### config.mk
export PLATFORM = sky130hd
export DESIGN_NAME = coef_col_streamer
export DESIGN_NICKNAME = d
export VERILOG_FILES = /design/src/rtl/coef_col_streamer.sv
export SDC_FILE = /design/constraint.sdc
export NUM_CORES = 1
export LEC_CHECK = 0
export BUFFER_PORTS_ARGS = -buffer_cell sky130_fd_sc_hd__buf_4
export CORE_MARGIN = 2
export CORE_UTILIZATION = 60
export CTS_CLUSTER_SIZE = 28
export DETAILED_ROUTE_END_ITERATION = 8
export PLACE_DENSITY = 0.89
export SETUP_SLACK_MARGIN = 0.5
export SLEW_MARGIN = 10
export SYNTH_ARGS = -nofsm -noshare
export SYNTH_HDL_FRONTEND = slang
export SYNTH_SLANG_ARGS = --single-unit
export TNS_END_PERCENT = 50
### constraint.sdc
create_clock -name clk -period 5.6 [get_ports clk]
set_input_delay 0.56 -clock clk [delete_from_list [all_inputs] [get_ports clk]]
set_output_delay 0.56 -clock clk [all_outputs]
set_load 0.03 [all_outputs]
### src/rtl/coef_col_streamer.sv
// Coefficient column streamer: buffers packed words from the loader, then
// serves one matrix column per request. Optional macro: COEF_B2B_EN.
module coef_col_streamer #(
  parameter int COEF_W = 7,
  parameter int WORD_W = 14,
  parameter int ROWS   = 8,
  parameter int COLS   = 4,
  parameter int DEPTH  = 16
) (
  input  logic                     clk,
  input  logic                     rst,
  input  logic                     w_en,
  input  logic [$clog2(DEPTH)-1:0] w_addr,
  input  logic [WORD_W-1:0]        w_data,
  input  logic                     aload_done,
  input  logic                     col_req_valid,
  output logic                     col_req_ready,
  input  logic [$clog2(COLS)-1:0]  col_sel,
  output logic                     coef_valid,
  input  logic                     coef_ready,
  output logic [COEF_W-1:0]        coef_data,
  output logic [$clog2(ROWS)-1:0]  coef_row,
  output logic                     coef_last,
  output logic                     buf_loaded
);

  localparam int AW = $clog2(DEPTH);
  localparam int CW = $clog2(COLS);
  localparam int RW = $clog2(ROWS);

  typedef enum logic [1:0] {
    S_LOAD,
    S_IDLE,
    S_STREAM
  } state_t;

  state_t            state;
  logic [WORD_W-1:0] mem [DEPTH];
  logic [CW-1:0]     col_q;
  logic [RW-1:0]     row_nx;
  logic              hs;
  logic              last_hs;

  assign hs      = coef_valid & coef_ready;
  assign last_hs = hs & coef_last;
  assign row_nx  = coef_row + RW'(1);

  assign buf_loaded = (state != S_LOAD);

`ifdef COEF_B2B_EN
  assign col_req_ready = (state == S_IDLE) |
                         ((state == S_STREAM) & last_hs);
`else
  assign col_req_ready = (state == S_IDLE);
`endif

  // Even rows live in the upper half of a word, odd rows in the lower.
  function automatic logic [COEF_W-1:0] pick(
    input logic [CW-1:0] c,
    input logic [RW-1:0] r
  );
    logic [WORD_W-1:0] w;
    w = mem[AW'((ROWS/2)*int'(c) + int'(r >> 1))];
    return r[0] ? w[COEF_W-1:0] : w[WORD_W-1:COEF_W];
  endfunction

  always_ff @(posedge clk or negedge rst) begin
    if (!rst) begin
      state      <= S_LOAD;
      col_q      <= '0;
      coef_valid <= 1'b0;
      coef_data  <= '0;
      coef_row   <= '0;
      coef_last  <= 1'b0;
      for (int i = 0; i < DEPTH; i++) begin
        mem[i] <= '0;
      end
    end else begin
      unique case (state)
        S_LOAD: begin
          if (w_en) begin
            mem[w_addr] <= w_data;
          end
          if (aload_done) begin
            state <= S_IDLE;
          end
        end
        S_IDLE: begin
          if (col_req_valid) begin
            state      <= S_STREAM;
            col_q      <= col_sel;
            coef_valid <= 1'b1;
            coef_row   <= '0;
            coef_data  <= pick(col_sel, '0);
            coef_last  <= 1'b0;
          end
        end
        S_STREAM: begin
          if (hs) begin
            if (coef_last) begin
`ifdef COEF_B2B_EN
              if (col_req_valid) begin
                col_q      <= col_sel;
                coef_row   <= '0;
                coef_data  <= pick(col_sel, '0);
                coef_last  <= 1'b0;
              end else begin
                state      <= S_IDLE;
                coef_valid <= 1'b0;
                coef_data  <= '0;
                coef_row   <= '0;
                coef_last  <= 1'b0;
              end
`else
              state      <= S_IDLE;
              coef_valid <= 1'b0;
              coef_data  <= '0;
              coef_row   <= '0;
              coef_last  <= 1'b0;
`endif
            end else begin
              coef_row  <= row_nx;
              coef_data <= pick(col_q, row_nx);
              coef_last <= (row_nx == RW'(ROWS-1));
            end
          end
        end
        default: begin
          state <= S_LOAD;
        end
      endcase
    end
  end

endmodule

* After elaboration in Yosys (flattened, before gate mapping) *
Cells that the tools add are included.

storage, ports and cells
  register bits after elaboration = 240
  input bits = 26
  output and inout bits = 14
  logic and storage cells = 79

cells by class
  add/sub/neg operators = 2
  $lt $le $gt $ge = 4
  eq/ne operators = 7
  multiplexer cells = 31
  bitwise gates (word level) = 4
  reduce and logical (&&, ||, !) cells = 9

operators with widths
  operator                                                    number
  bitwise mux 224 bit                                         1
  binary-select mux 14 bit (select 4 bit)                     2
  2-to-1 mux 14 bit                                           5
  demux 14 bit (select 4 bit)                                 1
  2-to-1 mux 7 bit                                            4
  case mux 7 bit (2 select lines)                             1
  >= comparator 4 x 5 -> 1 bit, second input constant         2
  2-to-1 mux 3 bit                                            3
  2-to-1 mux 2 bit                                            4
  inequality test 2 bit, second input constant                4
  NOT 4 bit                                                   2
  AND reduction 4 bit                                         2
  2-to-1 mux 1 bit                                            6
  case mux 2 bit (3 select lines)                             1
  case mux 3 bit (2 select lines)                             1
  >= comparator 5 bit, second input constant                  1
  less-than comparator 5 x 1 -> 1 bit, second input constant  1
  NOT 4 -> 5 bit                                              1
  adder 4 x 2 -> 4 bit                                        1
  case mux 1 bit (2 select lines)                             2
  AND reduction 2 bit                                         2
  nonzero test 2 bit                                          2
  adder 3 x 1 -> 3 bit, second input constant                 1
  equality test 3 bit, second input constant                  1
  other kinds (6)                                             6

* Longest topological paths before layout *
  depth after elaboration = 10
  mapped depth = 8
  mapped depth without buffers = 6

* Least setup slack after synthesis *
Ideal clock, no wire load.

  path kind = register -> register
  start = register coef_row[0]
  end = register coef_data[1]
  library setup time = 132 ps
  data arrival time = 1,955 ps
  required time = 5,468 ps
  path slack = 3,513 ps
  cell stages (with the launch flop) = 8
  path buffers = 2
  clock period less this slack = 2,087 ps
  cell sequence = dfrtp_1 ha_1 xnor2_1 clkbuf_1 buf_2 a31oi_1 a31oi_1 nand4_1

on the way
  cells in the longest elaborated chain, start to end = 10

ends and longest elaborated chain
  item                                                  line  RTL
  from (decl)                                           22    output logic [$clog2(ROWS)-1:0] coef_row,
  from (signal assigned)                                122   coef_row <= row_nx;
  adder 3 x 1 -> 3 bit (*)                              46    assign row_nx = coef_row + RW'(1);
  adder 4 x 2 -> 4 bit                                  63    w = mem[AW'((ROWS/2)*int'(c) + int'(r >> 1))];
  NOT 4 bit (implied by the code)                       63
  binary-select mux 14 bit (select 4 bit)               63
  2-to-1 mux 14 bit (implied by the code) (2 in a row)  63
  2-to-1 mux 7 bit (*)                                  64    return r[0] ? w[COEF_W-1:0] : w[WORD_W-1:COEF_W];
  2-to-1 mux 7 bit (*)                                  100   if (coef_last) begin
  2-to-1 mux 7 bit (*)                                  99    if (hs) begin
  case mux 7 bit (2 select lines) (*)                   79    unique case (state)
  to (signal assigned)                                  94    coef_data <= pick(col_sel, '0);
  to (signal assigned)                                  123   coef_data <= pick(col_q, row_nx);
  to (decl)                                             21    output logic [COEF_W-1:0] coef_data,

Every way passes the cells marked *; elsewhere a longest branch is shown, timed or not. The select of a mux whose other input is x is not followed.
A chain may end at the register's enable or synchronous reset.

* Worst setup path after layout *
  start = register coef_row[0]
  end = register coef_data[2]

The elaborated chain is that of the path after synthesis.

==> results.sh <==
export IMPL_routabilityCongestion=0.844
export IMPL_slowest_delay_ps=900
export IMPL_max_slew_margin=0.258
export IMPL_finalCriticalPeriod_ps=3140
export IMPL_cts_sinks=240
export IMPL_postSynthAreaPerCell_um2=12.1
export IMPL_synth_top_cell_area_share=0.533
export IMPL_wl_per_cell_um=24.0
export IMPL_route_met2_wl_mm=14.0
export IMPL_skew_ps=16.2
export IMPL_synth_area_mm2=0.0113
export IMPL_die_area_mm2=0.0199
export IMPL_path_cells="ha_1, xor2_4, buf_4, mux2i_1, a221oi_1, nand3_1, nand4_1"
export IMPL_vias_per_cell=6.66
export IMPL_crit_arrival_ps=3590
export IMPL_crit_family="buffers and inverters"
export IMPL_regArea_mm2=0.00601
export IMPL_dr_pass1_iters=5
export IMPL_cts_max_path_buffers=3
export IMPL_synthArstFlopShare=1.00
export IMPL_dpl_hpwl_mm=16.4
export IMPL_start_util=0.607
export IMPL_place_area_mm2=0.0117
export IMPL_detail_route_antenna_nets=0
export IMPL_clock_fmax_mhz=319
export IMPL_num_fill_cells=1277
export IMPL_synthCells=933
export IMPL_fp_dieW_um=141
export IMPL_layout_cells_most_common="dfrtp_1"
export IMPL_vias=7910
export IMPL_row_count=50
export IMPL_worstSetupEndpointType="flip-flop"
export IMPL_worstSkewPairLatency_ps=530
export IMPL_ir_drop_uv=226
export IMPL_drt_met1_wl_mm=11.0
export IMPL_syn_to_final_growth_pct=10.2
export IMPL_io_pins=40
export IMPL_yosys_area_top_type="dfrtp_1"
export IMPL_root_buffer="clkbuf_16"
export IMPL_finalPower_w=0.00648
export IMPL_first_iter_violations=772
export IMPL_cts_hold_buf=0
export IMPL_core_area_mm2=0.0186
export IMPL_top_layer="met4"
export IMPL_routed_wl_met3_mm=2.07
export IMPL_status="complete, no violations"
export IMPL_overflow=0
export IMPL_grt_usage=0.296
export IMPL_cts_resized=0
export IMPL_synth_seq_area_share=0.533
export IMPL_critPathSlowestCell="buf_4"
export IMPL_antenna_found_initial=0
export IMPL_syn_num_nets=961
export IMPL_cts_tree="yes"
export IMPL_timing_hold_ws_ps=94.7
export IMPL_p_leak_nw=5.55
export IMPL_setup_tns_ps=0
export IMPL_fin_area_mm2=0.0124
export IMPL_max_slew_worst_pin_slew_ps=1110
export IMPL_final_cell_mix="dfrtp_1 (240), mux2_2 (225), nand2_1 (141)"
export IMPL_grt_setup_unrepaired="no"
export IMPL_synth_flop_cell="dfrtp_1"
export IMPL_cts_setup_buffers=0
export IMPL_drv_cap=0
export IMPL_die_h_um=141
export IMPL_wl_mm=28.5
export IMPL_clk_pin_slew_worst_paths_ps=60
export IMPL_grt_pass1_vias=8178
export IMPL_fin_crit_sh=0.560
export IMPL_grt_pass1_wl_mm=45.8
export IMPL_setup_viol=0
export IMPL_drc_errors=0
export IMPL_yosys_warnings=0
export IMPL_crit_type="reg -> reg"
export IMPL_worstPathRequired_ps=6050
export IMPL_htreeDepth=1
export IMPL_final_nets=968
export IMPL_maxSlewViolCount=0
export IMPL_cts_buffers=25
export IMPL_layout_drive_gt1_share=0.347
export IMPL_multiInputGateArea_mm2=0.00496
export IMPL_cp_buffers_inverters=1
export IMPL_synth_edf_count=0
export IMPL_netlist_top_cells_area="dfrtp_1 (53%), mux2_2 (22%), nand2_1 (4.7%), mux2i_1 (3.1%), nand3_1 (2.4%)"
export IMPL_crit_path_start_kind="flip-flop"
export IMPL_ys_types=41
export IMPL_io_buffer_count=39
export IMPL_diodes=0
export IMPL_synth_ff_latch_count=240
export IMPL_worstPathMaxFanout=87
export IMPL_dp_cells=1147
export IMPL_fin_cells=1188
export IMPL_powerDensity_mw_per_mm2=521
export IMPL_grt_max_degree=123
export IMPL_hold_viol=0
export IMPL_hp_class="in -> async"
## cell type report
| cell class | count | share of cell area |
|---|---|---|
| Tap cell | 234 | 0.0236 |
| Clock inverter | 7 | 0.00282 |
| Inverter | 4 | 0.00121 |
| Sequential cell | 240 | 0.483 |
| Timing Repair Buffer | 52 | 0.0330 |
| Multi-Input combinational cell | 617 | 0.399 |
| Clock buffer | 34 | 0.0571 |
## where the power goes
group	internal [W]	switching (W)	total, W
sequential	0.00251	0.000494	0.00300
clock	0.000877	0.000661	0.00154
combinational	0.000976	0.000958	0.00193
## path summary, 6_finish.rpt
check                           slack, ps      endpoint  cells past startpoint           from
worst max register to register       2460  coef_data[2]                      7    coef_row[0]
max in group asynchronous            4310       mem[56]                      2            rst
worst min register to register        500       mem[67]                      1        mem[67]
worst min-delay path                   90      mem[140]                      1            rst
worst max-delay path                 2460  coef_data[2]                      7    coef_row[0]
min in group clk                      330    coef_valid                      3  col_req_valid
## cells by family (layout without fill, tap and decap cells)
logic type | Yosys count | in the layout | synth area share
AOI/OAI and AO/OA | 74 | 74 | 0.0488
xor gates and xnor gates | 2 | 2 | 0.00222
adders and majority gates | 2 | 2 | 0.00222
buffers and inverters | 76 | 97 | 0.0294
DFF | 240 | 240 | 0.533
muxes | 267 | 267 | 0.270
and+or+nand+nor | 272 | 272 | 0.115
## synthesized netlist by cell type (all sizes together) (3+ instances only)
library cell / instances
a2111oi: 14
a21oi: 3
a22o: 8
a31oi: 27
a32oi: 12
and3: 3
buf: 31
clkbuf: 41
dfrtp: 240
inv: 4
mux2: 225
mux2i: 35
mux4: 7
nand2: 141
nand3: 55
nand4: 26
nor2: 15
nor2b: 18
nor3: 3
o21ai: 4
## sequential cells by signal (all words and copies together) (netlist names)
name	flops
coef_valid	1
col_q	2
mem	224
state	2
coef_last	1
coef_data	7
coef_row	3
## layer usage
metal | GRT usage | up-vias
li1 | - | 3373
met1 | 0.390 | 4045
met2 | 0.484 | 383
met3 | 0.0523 | 109
met4 | 0.137 | 0
met5 | 0 | -
## metrics by stage
step	worst slack, ps	util
after global placement	2600	0.629
after floorplan	3510	-
after detailed placement	2610	0.629
after CTS	2560	0.669
final	2460	0.669
after global routing	2380	0.669
(Power assumes the default switching activity.)
